### config.mk
export PLATFORM = sky130hd
export DESIGN_NAME = maze_memory_flat
export DESIGN_NICKNAME = d
export VERILOG_FILES = /design/src/rtl/maze_memory_pkg.sv /design/src/rtl/maze_memory_if.sv /design/src/rtl/maze_memory_row_bank.sv /design/src/rtl/maze_memory.sv /design/src/flat_wrapper.sv
export SDC_FILE = /design/constraint.sdc
export NUM_CORES = 2
export LEC_CHECK = 0
export CAP_MARGIN = 20
export CORE_MARGIN = 10
export CORE_UTILIZATION = 63
export DETAILED_ROUTE_END_ITERATION = 6
export PLACE_DENSITY_LB_ADDON = 0.3
export SLEW_MARGIN = 20
export SYNTH_ARGS = -nofsm -noshare
export SYNTH_HDL_FRONTEND = slang
export SYNTH_SLANG_ARGS = --single-unit
### constraint.sdc
create_clock -name clk -period 22.6 [get_ports clk]
set_input_delay 2.26 -clock clk [delete_from_list [all_inputs] [get_ports clk]]
set_output_delay 2.26 -clock clk [all_outputs]
set_load 0.02 [all_outputs]
### src/rtl/maze_memory_pkg.sv
// Shared constants and types for the maze bitmap memory.
// Used by maze_memory, maze_row_bank and maze_memory_if.
package maze_pkg;

  localparam int MAZE_DIM = 16;
  localparam int MAZE_AW  = 4;
  localparam int VISIT_W  = 9;

  localparam logic CELL_WALL = 1'b1;
  localparam logic CELL_FREE = 1'b0;

  localparam logic [VISIT_W-1:0] VISIT_MAX = 9'd256;

  typedef logic [MAZE_DIM-1:0] maze_row_t;

endpackage

### src/rtl/maze_memory_if.sv
// Solver/host-to-maze memory interface.
// The master side is the solver plus row-load host; the slave side is maze_memory.
interface maze_memory_if;
  import maze_pkg::*;

  logic [MAZE_AW-1:0] x;
  logic [MAZE_AW-1:0] y;
  logic               rd;
  logic               wr;
  logic               din;
  logic               rst_map;
  logic               dout;
  logic               load_we;
  logic [MAZE_AW-1:0] load_row;
  maze_row_t          load_data;
  logic               map_ready;
  logic [VISIT_W-1:0] visit_cnt;

  modport master (
    output x, y, rd, wr, din, rst_map, load_we, load_row, load_data,
    input  dout, map_ready, visit_cnt
  );

  modport slave (
    input  x, y, rd, wr, din, rst_map, load_we, load_row, load_data,
    output dout, map_ready, visit_cnt
  );

endinterface

### src/rtl/maze_memory_row_bank.sv
// One maze row: working bits plus the shadow copy used to restore the original walls.
// A host load takes priority over a restore, and a restore takes priority over a solver write.
module maze_row_bank
  import maze_pkg::*;
(
  input  logic               clk,
  input  logic               rst,
  input  logic               load_en,
  input  logic               restore,
  input  logic               wr_en,
  input  logic [MAZE_AW-1:0] col,
  input  logic               din,
  input  maze_row_t          load_data,
  output maze_row_t          work
);

  maze_row_t shadow;

  always_ff @(posedge clk or posedge rst) begin
    if (rst) begin
      work   <= '0;
      shadow <= '0;
    end else if (load_en) begin
      work   <= load_data;
      shadow <= load_data;
    end else if (restore) begin
      work   <= shadow;
    end else if (wr_en) begin
      work[col] <= din;
    end
  end

endmodule

### src/rtl/maze_memory.sv
// Maze bitmap memory: DIM row banks, a registered read port, a loaded-row mask and map_ready.
// Optional feature: define MAZE_VISIT_COUNT_EN to build the saturating visit_cnt counter.
module maze_memory
  import maze_pkg::*;
(
  input logic          clk,
  input logic          rst,
  maze_memory_if.slave bus
);

  maze_row_t          work [MAZE_DIM];
  logic               cur_bit;
  logic               dout_q;
  logic [MAZE_DIM-1:0] loaded;
  logic [MAZE_DIM-1:0] loaded_next;
  logic               ready_q;

  for (genvar r = 0; r < MAZE_DIM; r++) begin : g_row
    maze_row_bank u_row (
      .clk       (clk),
      .rst       (rst),
      .load_en   (bus.load_we && (bus.load_row == MAZE_AW'(r))),
      .restore   (bus.rst_map),
      .wr_en     (bus.wr && (bus.y == MAZE_AW'(r))),
      .col       (bus.x),
      .din       (bus.din),
      .load_data (bus.load_data),
      .work      (work[r])
    );
  end

  assign cur_bit = work[bus.y][bus.x];

  // Reads see pre-edge contents, so rd alongside wr/load/rst_map returns the old bit.
  always_ff @(posedge clk or posedge rst) begin
    if (rst) begin
      dout_q <= CELL_FREE;
    end else if (bus.rd) begin
      dout_q <= cur_bit;
    end
  end

  always_comb begin
    loaded_next = loaded;
    if (bus.load_we) begin
      loaded_next[bus.load_row] = 1'b1;
    end
  end

  // map_ready is registered from the next mask so it rises on the edge of the final row load.
  always_ff @(posedge clk or posedge rst) begin
    if (rst) begin
      loaded  <= '0;
      ready_q <= 1'b0;
    end else begin
      loaded  <= loaded_next;
      ready_q <= &loaded_next;
    end
  end

  assign bus.dout      = dout_q;
  assign bus.map_ready = ready_q;

`ifdef MAZE_VISIT_COUNT_EN
  logic               visit_hit;
  logic [VISIT_W-1:0] visit_q;

  assign visit_hit = bus.wr && (bus.din == CELL_WALL) && (cur_bit == CELL_FREE) &&
                     !bus.rst_map && !(bus.load_we && (bus.load_row == bus.y));

  always_ff @(posedge clk or posedge rst) begin
    if (rst) begin
      visit_q <= '0;
    end else if (bus.rst_map) begin
      visit_q <= '0;
    end else if (visit_hit && (visit_q != VISIT_MAX)) begin
      visit_q <= visit_q + 1'b1;
    end
  end

  assign bus.visit_cnt = visit_q;
`else
  assign bus.visit_cnt = '0;
`endif

endmodule

### src/flat_wrapper.sv
// flat-port wrapper written by rule: the top's interface ports become plain ports
module maze_memory_flat import maze_pkg::*;
  (clk, rst, bus_x, bus_y, bus_rd, bus_wr, bus_din, bus_rst_map, bus_load_we, bus_load_row, bus_load_data, bus_dout, bus_map_ready, bus_visit_cnt);
  maze_memory_if bus_i ();
  input logic clk;
  input logic rst;
  input wire logic [$bits(bus_i.x)-1:0] bus_x;
  input wire logic [$bits(bus_i.y)-1:0] bus_y;
  input wire logic [$bits(bus_i.rd)-1:0] bus_rd;
  input wire logic [$bits(bus_i.wr)-1:0] bus_wr;
  input wire logic [$bits(bus_i.din)-1:0] bus_din;
  input wire logic [$bits(bus_i.rst_map)-1:0] bus_rst_map;
  input wire logic [$bits(bus_i.load_we)-1:0] bus_load_we;
  input wire logic [$bits(bus_i.load_row)-1:0] bus_load_row;
  input wire logic [$bits(bus_i.load_data)-1:0] bus_load_data;
  output wire logic [$bits(bus_i.dout)-1:0] bus_dout;
  output wire logic [$bits(bus_i.map_ready)-1:0] bus_map_ready;
  output wire logic [$bits(bus_i.visit_cnt)-1:0] bus_visit_cnt;
  assign bus_i.x = bus_x;
  assign bus_i.y = bus_y;
  assign bus_i.rd = bus_rd;
  assign bus_i.wr = bus_wr;
  assign bus_i.din = bus_din;
  assign bus_i.rst_map = bus_rst_map;
  assign bus_i.load_we = bus_load_we;
  assign bus_i.load_row = bus_load_row;
  assign bus_i.load_data = bus_load_data;
  assign bus_dout = bus_i.dout;
  assign bus_map_ready = bus_i.map_ready;
  assign bus_visit_cnt = bus_i.visit_cnt;
  maze_memory u_core (.clk(clk), .rst(rst), .bus(bus_i));
endmodule
## After elaboration in Yosys (flattened, before gate mapping)

Cells that the tools add are included.

- Register bits: 530
- Bits of input ports: 35
- Word-level logic and storage cells: 199
- Output and inout port bits: 11

- Bitwise operators: 2
- Reductions and logical operators: 53
- Eq/ne operators: 30
- Mux-type cells: 74
- Order comparisons: 5

Operator list:

| cell | count |
|---|---|
| $mux 16 | 51 |
| $bwmux 16 | 16 |
| $bmux 16 s4 | 1 |
| $eq 4x4->1 const B | 16 |
| $reduce_bool 3->1 | 16 |
| $logic_and 1x1->1 | 34 |
| $eq 4x3->1 const B | 8 |
| $eq 4x2->1 const B | 4 |
| $or 16x16->16 | 1 |
| $reduce_and 16->1 | 1 |
| $lt 4x5->1 const B | 2 |
| $demux 1 s4 | 2 |
| $eq 4x1->1 const B | 2 |
| $ge 4x1->1 const B | 2 |
| $logic_not 4->1 | 2 |
| $ge 5x5->1 const B | 1 |
| $not 4->5 | 1 |
| $bmux 1 s4 | 1 |
| $mux 1 | 3 |

## Depth between registers and ports, before layout

- Depth after elaboration: 8
- Gate-level depth with buffers: 11
- Gate-level depth less buffers: 7

## By module

From an unflattened synthesis, not the netlist that was laid out.

- Cell total of the unflattened synthesis: 2783
- Area, all modules: 28886.5 um^2

By module, submodules not included:

| module | sequential area each (um^2) | area an instance (um^2) | cells an instance | instances |
|---|---|---|---|---|
| maze_row_bank | 800.8 | 1607.8 | 155 | 16 |
| maze_memory | 450.4 | 3161.8 | 303 | 1 |

## Worst setup path after synthesis

Ideal clock, no wire load.

- Kind: in2reg
- From: in bus_y[0]
- To: reg u_core.dout_q (netlist: u_core.bus.dout)
- Data required time: 22.469 ns
- Arrival: 3.958 ns
- Setup time: 0.131 ns
- Path buffers: 2
- Setup slack: 18.511 ns
- Stages: 8
- Cells stage by stage: buf_2 -> buf_6 -> mux4_2 -> a211oi_1 -> a31oi_1 -> nand4_1 -> o21ai_1 -> or3_1

- Longest elaborated chain between the ends: 6

RTL lines:

| item | line | RTL |
|---|---|---|
| start, declared | flat_wrapper.sv:8 | `input wire logic [$bits(bus_i.y)-1:0] bus_y;` |
| $not 4->5 (implied by the code) | maze_memory.sv:32 | `assign cur_bit = work[bus.y][bus.x];` |
| $bmux 16 s4 | maze_memory.sv:32 |  |
| $mux 16 (implied by the code) (2 in a row) | maze_memory.sv:32 |  |
| $bmux 1 s4 | maze_memory.sv:32 |  |
| $mux 1 (implied by the code) | maze_memory.sv:32 |  |
| end signal, assigned | maze_memory.sv:39 | `dout_q <= cur_bit;` |
| end, declared | maze_memory.sv:13 | `logic dout_q;` |

Every way passes these cells. The select of a mux whose other input is x is not followed.
A chain may end at the register's enable or synchronous reset.

## Worst setup path after layout

- From: in bus_rst_map
- To: reg u_core.g_row[2].u_row.work[11]

- Longest elaborated chain between the ends: 2
- Elaborated cells between the ends (all ways): 3
- Those cells by class: mux (2); reduce/logical (1)

RTL lines:

| item | line | RTL |
|---|---|---|
| start, declared | flat_wrapper.sv:12 | `input wire logic [$bits(bus_i.rst_map)-1:0] bus_rst_map;` |
| $mux 16 | maze_memory_row_bank.sv:26 | `end else if (restore) begin` |
| $mux 16 | maze_memory_row_bank.sv:23 | `end else if (load_en) begin` |
| end signal, assigned | maze_memory_row_bank.sv:24 | `work <= load_data;` |
| end signal, assigned | maze_memory_row_bank.sv:27 | `work <= shadow;` |
| end signal, assigned by index | maze_memory_row_bank.sv:29 | `work[col] <= din;` |
| end, declared | maze_memory_row_bank.sv:14 | `output maze_row_t work` |

Several ways; a longest one is shown, not always the timed one.

==> impl_metrics.ini <==
[placed_design]
gp_routability_congestion = 0.949
number_of_port_buffers = 36
placedInstanceArea_um2 = 27400
dpl_wire_length_um = 54600

[synth]
part_of_the_yosys_area_used_for_sequential_elements_pct = 49.3
mapped_avg_cell_area_um2 = 9.15
synth_flop_cell = sky130_fd_sc_hd__dfrtp_1
synth_enable_flop_cells = 0
syn_inst = 2937
ys_types = 52
ys.warnings.count = 0
synth_register_bits = 530
synthesis.area_um2 = 26900
postSynth.asyncResetShare_pct = 100

[clocking]
cts-buffers-inserted = 55
htreeDepth = 2
cts-root-to-sink-buffers = 3
cts_root_buf = sky130_fd_sc_hd__clkbuf_16
clock_tree_from_tritoncts = built
worst_skew_pair.late_latency_ps = 620
clock_sinks = 530
cts_repair_resize_count = 0
postCtsSetupRepairBufs = 0
hold_buffer_count_at_cts = 0
cts.clk_slew.worst_paths_ps = 60

[setup_path]
critical-path-top-cell-by-count = sky130_fd_sc_hd__buf_4
crit_buf_inv = 4
setup.worst_path.class = primary input to register
type_of_destination_of_the_critical_path = register
r2r_setup_slack_ps = 20270
worst_path_max_delay_cell = sky130_fd_sc_hd__buf_4
ff2ff_path_depth = 5
setup.worst_path.start_class = primary input
cp_max_fo = 100
worstPathArrival_ps = 5740
worstSetupPathDepth = 7
worstPathCellList = clkbuf_8, buf_4, buf_4, buf_4, a21oi_1, o21ai_0, mux2_2
max_incr_delay_on_cp_ps = 800
family_with_the_most_delay_on_the_worst_path = buffers and inverters
required_time_of_the_critical_path_ps = 23160

[drt]
violation_count_after_the_first_detailed_routing_iteration = 3672
drt-pass1-iter-count = 6
routedWlPerCell_um = 25.6
route.final.wire_length_um = 88300
detail_route.vias_per_cell = 6.88
vias = 23700
detail-route-antenna-nets = 0
route.detailed.drc = 0

[timing]
final_hold_viol_count = 0
tns_ps = 0
fmax_mhz = 193
timing.final.max_slew_violations = 0
timing_worst_slew_pin_value_ps = 1280
final.period_utilization_pct = 22.9
timing.final.setup_violations = 0
rsz0062_at_grt = no
maxSlewHeadroom_pct = 14.9
period_minus_slack_ps = 5180
final_worst_clock_skew_ps = 13.2

[die]
dieArea_um2 = 51300
die_w_um = 227
initial_core_util_pct = 63.9
fp-row-count = 75
num_io_pins = 46
coreArea_um2 = 42000
die_height_um = 227

[global_routing]
grt_pass1_wl_um = 136000
grt_overflow_total = 0
first_global_vias = 23500
groute.usage.overall_pct = 34.4
grt_max_degree = 176
initial_antenna_violation_count = 4

[finish]
postLayoutCellArea_um2 = 29400
multi_input_comb_area_um2 = 12700
register_area_um2 = 13300
syn_to_final_growth_pct = 9.30
finalNetCount = 2894
final_layout_size_suffix_gt1_share_pct = 15.7
final_layout_fill_cell_count = 3056

[power]
powerDensity_nw_per_um2 = 88.0
p_sw_w = 0.000713
power.share.clock_pct = 37.2
swShare_pct = 27.6
leakagePower_nw = 13.8
ir_drop_mv = 0.0534
combPwrFrac_pct = 15.8
report.power.total_w = 0.00258
power.sequential.fraction_pct = 47.0
cell_internal_pwr_w = 0.00187

[worst_hold_path]
hp-class = register to register
min_path_cells = 1

[status]
status = complete, no violations

[run]
drv_cap = 0
==> Yosys cell counts, drive strengths merged, types with 2 or more instances <==
library cell  instances  area share [%]
nor2                 67             1.0
a31oi                 5            0.12
or3                   2           0.047
nand4                 7            0.16
or2                   2           0.047
a21oi               404             7.5
mux2                256              11
mux4                 41             3.4
nand3                24            0.47
nand2b               36            0.84
clkbuf              181             2.5
buf                  54             1.3
o2111ai               2           0.065
o21ai               372             6.9
and2                  5            0.12
inv                   3           0.042
nor3                 12            0.22
a211oi                8            0.22
a22oi                17            0.47
and3                  2           0.047
mux2i                50             1.9
o22ai                 2           0.047
nor4                  3           0.093
nor2b                10            0.23
nand2               820              11
o211ai                6            0.17
nor3b                 2           0.056
dfrtp               530              49
==> sequential cells by signal, summed over array words and instances (netlist names) <==
register	flops
u_core.bus.dout	1
u_core.bus.map_ready	1
u_core.g_row.u_row.work	256
u_core.g_row.u_row.shadow	256
u_core.loaded	16
==> area by class of cell <==
cell class | instances | area share (%)
flip-flops and latches | 530 | 45.1
multi-input cells | 2176 | 43.3
clock buffers | 89 | 5.77
repair buffers | 92 | 2.70
well taps | 539 | 2.30
clock inverters | 10 | 0.681
inverters | 4 | 0.0766
diodes | 3 | 0.0255
==> worst paths after layout <==
check,startpoint,end
min,u_core.loaded[1],u_core.loaded[1]
min reg2reg,u_core.loaded[1],u_core.loaded[1]
max in group asynchronous,rst,u_core.g_row[1].u_row.shadow[7]
max reg2reg,u_core.g_row[3].u_row.work[12],u_core.bus.dout
min in group asynchronous,rst,u_core.g_row[9].u_row.shadow[10]
max,bus_rst_map,u_core.g_row[2].u_row.work[11]
==> power groups by stage <==
stage | sequential (W) | combinational [W] | clock (W)
after CTS | 0.00121 | 0.000400 | 0.000960
after global routing | 0.00123 | 0.000450 | 0.00100
final | 0.00122 | 0.000407 | 0.000962
after floorplan | 0.00120 | 0.000303 | 0
after detailed placement | 0.00122 | 0.000397 | 0
after global placement | 0.00121 | 0.000375 | 0
==> placed cells by master (no fill, tap or decap), types with 7 or more instances in the layout <==
cell type,synthesis,layout
sky130_fd_sc_hd__clkbuf_1,181,17
sky130_fd_sc_hd__mux2_1,22,22
sky130_fd_sc_hd__nor2b_1,10,9
sky130_fd_sc_hd__dfrtp_1,530,530
sky130_fd_sc_hd__clkbuf_16,0,57
sky130_fd_sc_hd__mux2i_1,50,50
sky130_fd_sc_hd__a21oi_1,404,404
sky130_fd_sc_hd__conb_1,1,9
sky130_fd_sc_hd__a22oi_1,17,17
sky130_fd_sc_hd__nand2b_1,36,36
sky130_fd_sc_hd__a211oi_1,8,8
sky130_fd_sc_hd__buf_4,16,54
sky130_fd_sc_hd__nand4_1,7,7
sky130_fd_sc_hd__mux4_2,40,40
sky130_fd_sc_hd__nand3_1,23,22
sky130_fd_sc_hd__nor2_2,2,23
sky130_fd_sc_hd__nand2_1,820,820
sky130_fd_sc_hd__clkbuf_8,0,16
sky130_fd_sc_hd__o21ai_1,11,11
sky130_fd_sc_hd__clkdlybuf4s50_1,0,32
sky130_fd_sc_hd__mux2_2,234,234
sky130_fd_sc_hd__o21ai_0,361,361
sky130_fd_sc_hd__nor2_1,62,38
==> kinds of logic after synthesis <==
logic type | Yosys count | share of synthesized area [%]
AOI/OAI and AO/OA | 821 | 15.7
buffers and inverters | 239 | 3.85
DFF | 530 | 49.3
muxes | 347 | 16.0
other | 1 | 0.0139
and+or+nand+nor | 999 | 15.1
==> metal layers <==
metal	track usage (%)	part of all wire (%)	routed length [µm]
met5	0	0.031	27
met1	43.5	36	31400
met4	19.2	5.5	4870
met2	53.1	45	39800
met3	9.20	14	12100
==> metrics by stage <==
stage          hold slack, ps  std cells  setup WS, ps  utilization (%)
2_1_floorplan             423       2945          5530                -
3_3_place_gp              439       3341         16830             65.3
3_5_place_dp              442       3341         17050             65.3
4_1_cts                   461       3440         17580             69.8
5_1_grt                   467       3440         17360             69.9
6_report                  461       3443         17420             69.9
==> worst register-to-register path: stages, from the launching register on <==
cell and delay [ps]:
sky130_fd_sc_hd__dfrtp_1 390, sky130_fd_sc_hd__mux4_2 540, sky130_fd_sc_hd__or3_1 330, sky130_fd_sc_hd__a32oi_1 390, sky130_fd_sc_hd__a41oi_1 180, sky130_fd_sc_hd__or3_1 380
Power figures use the tool's default switching activity.
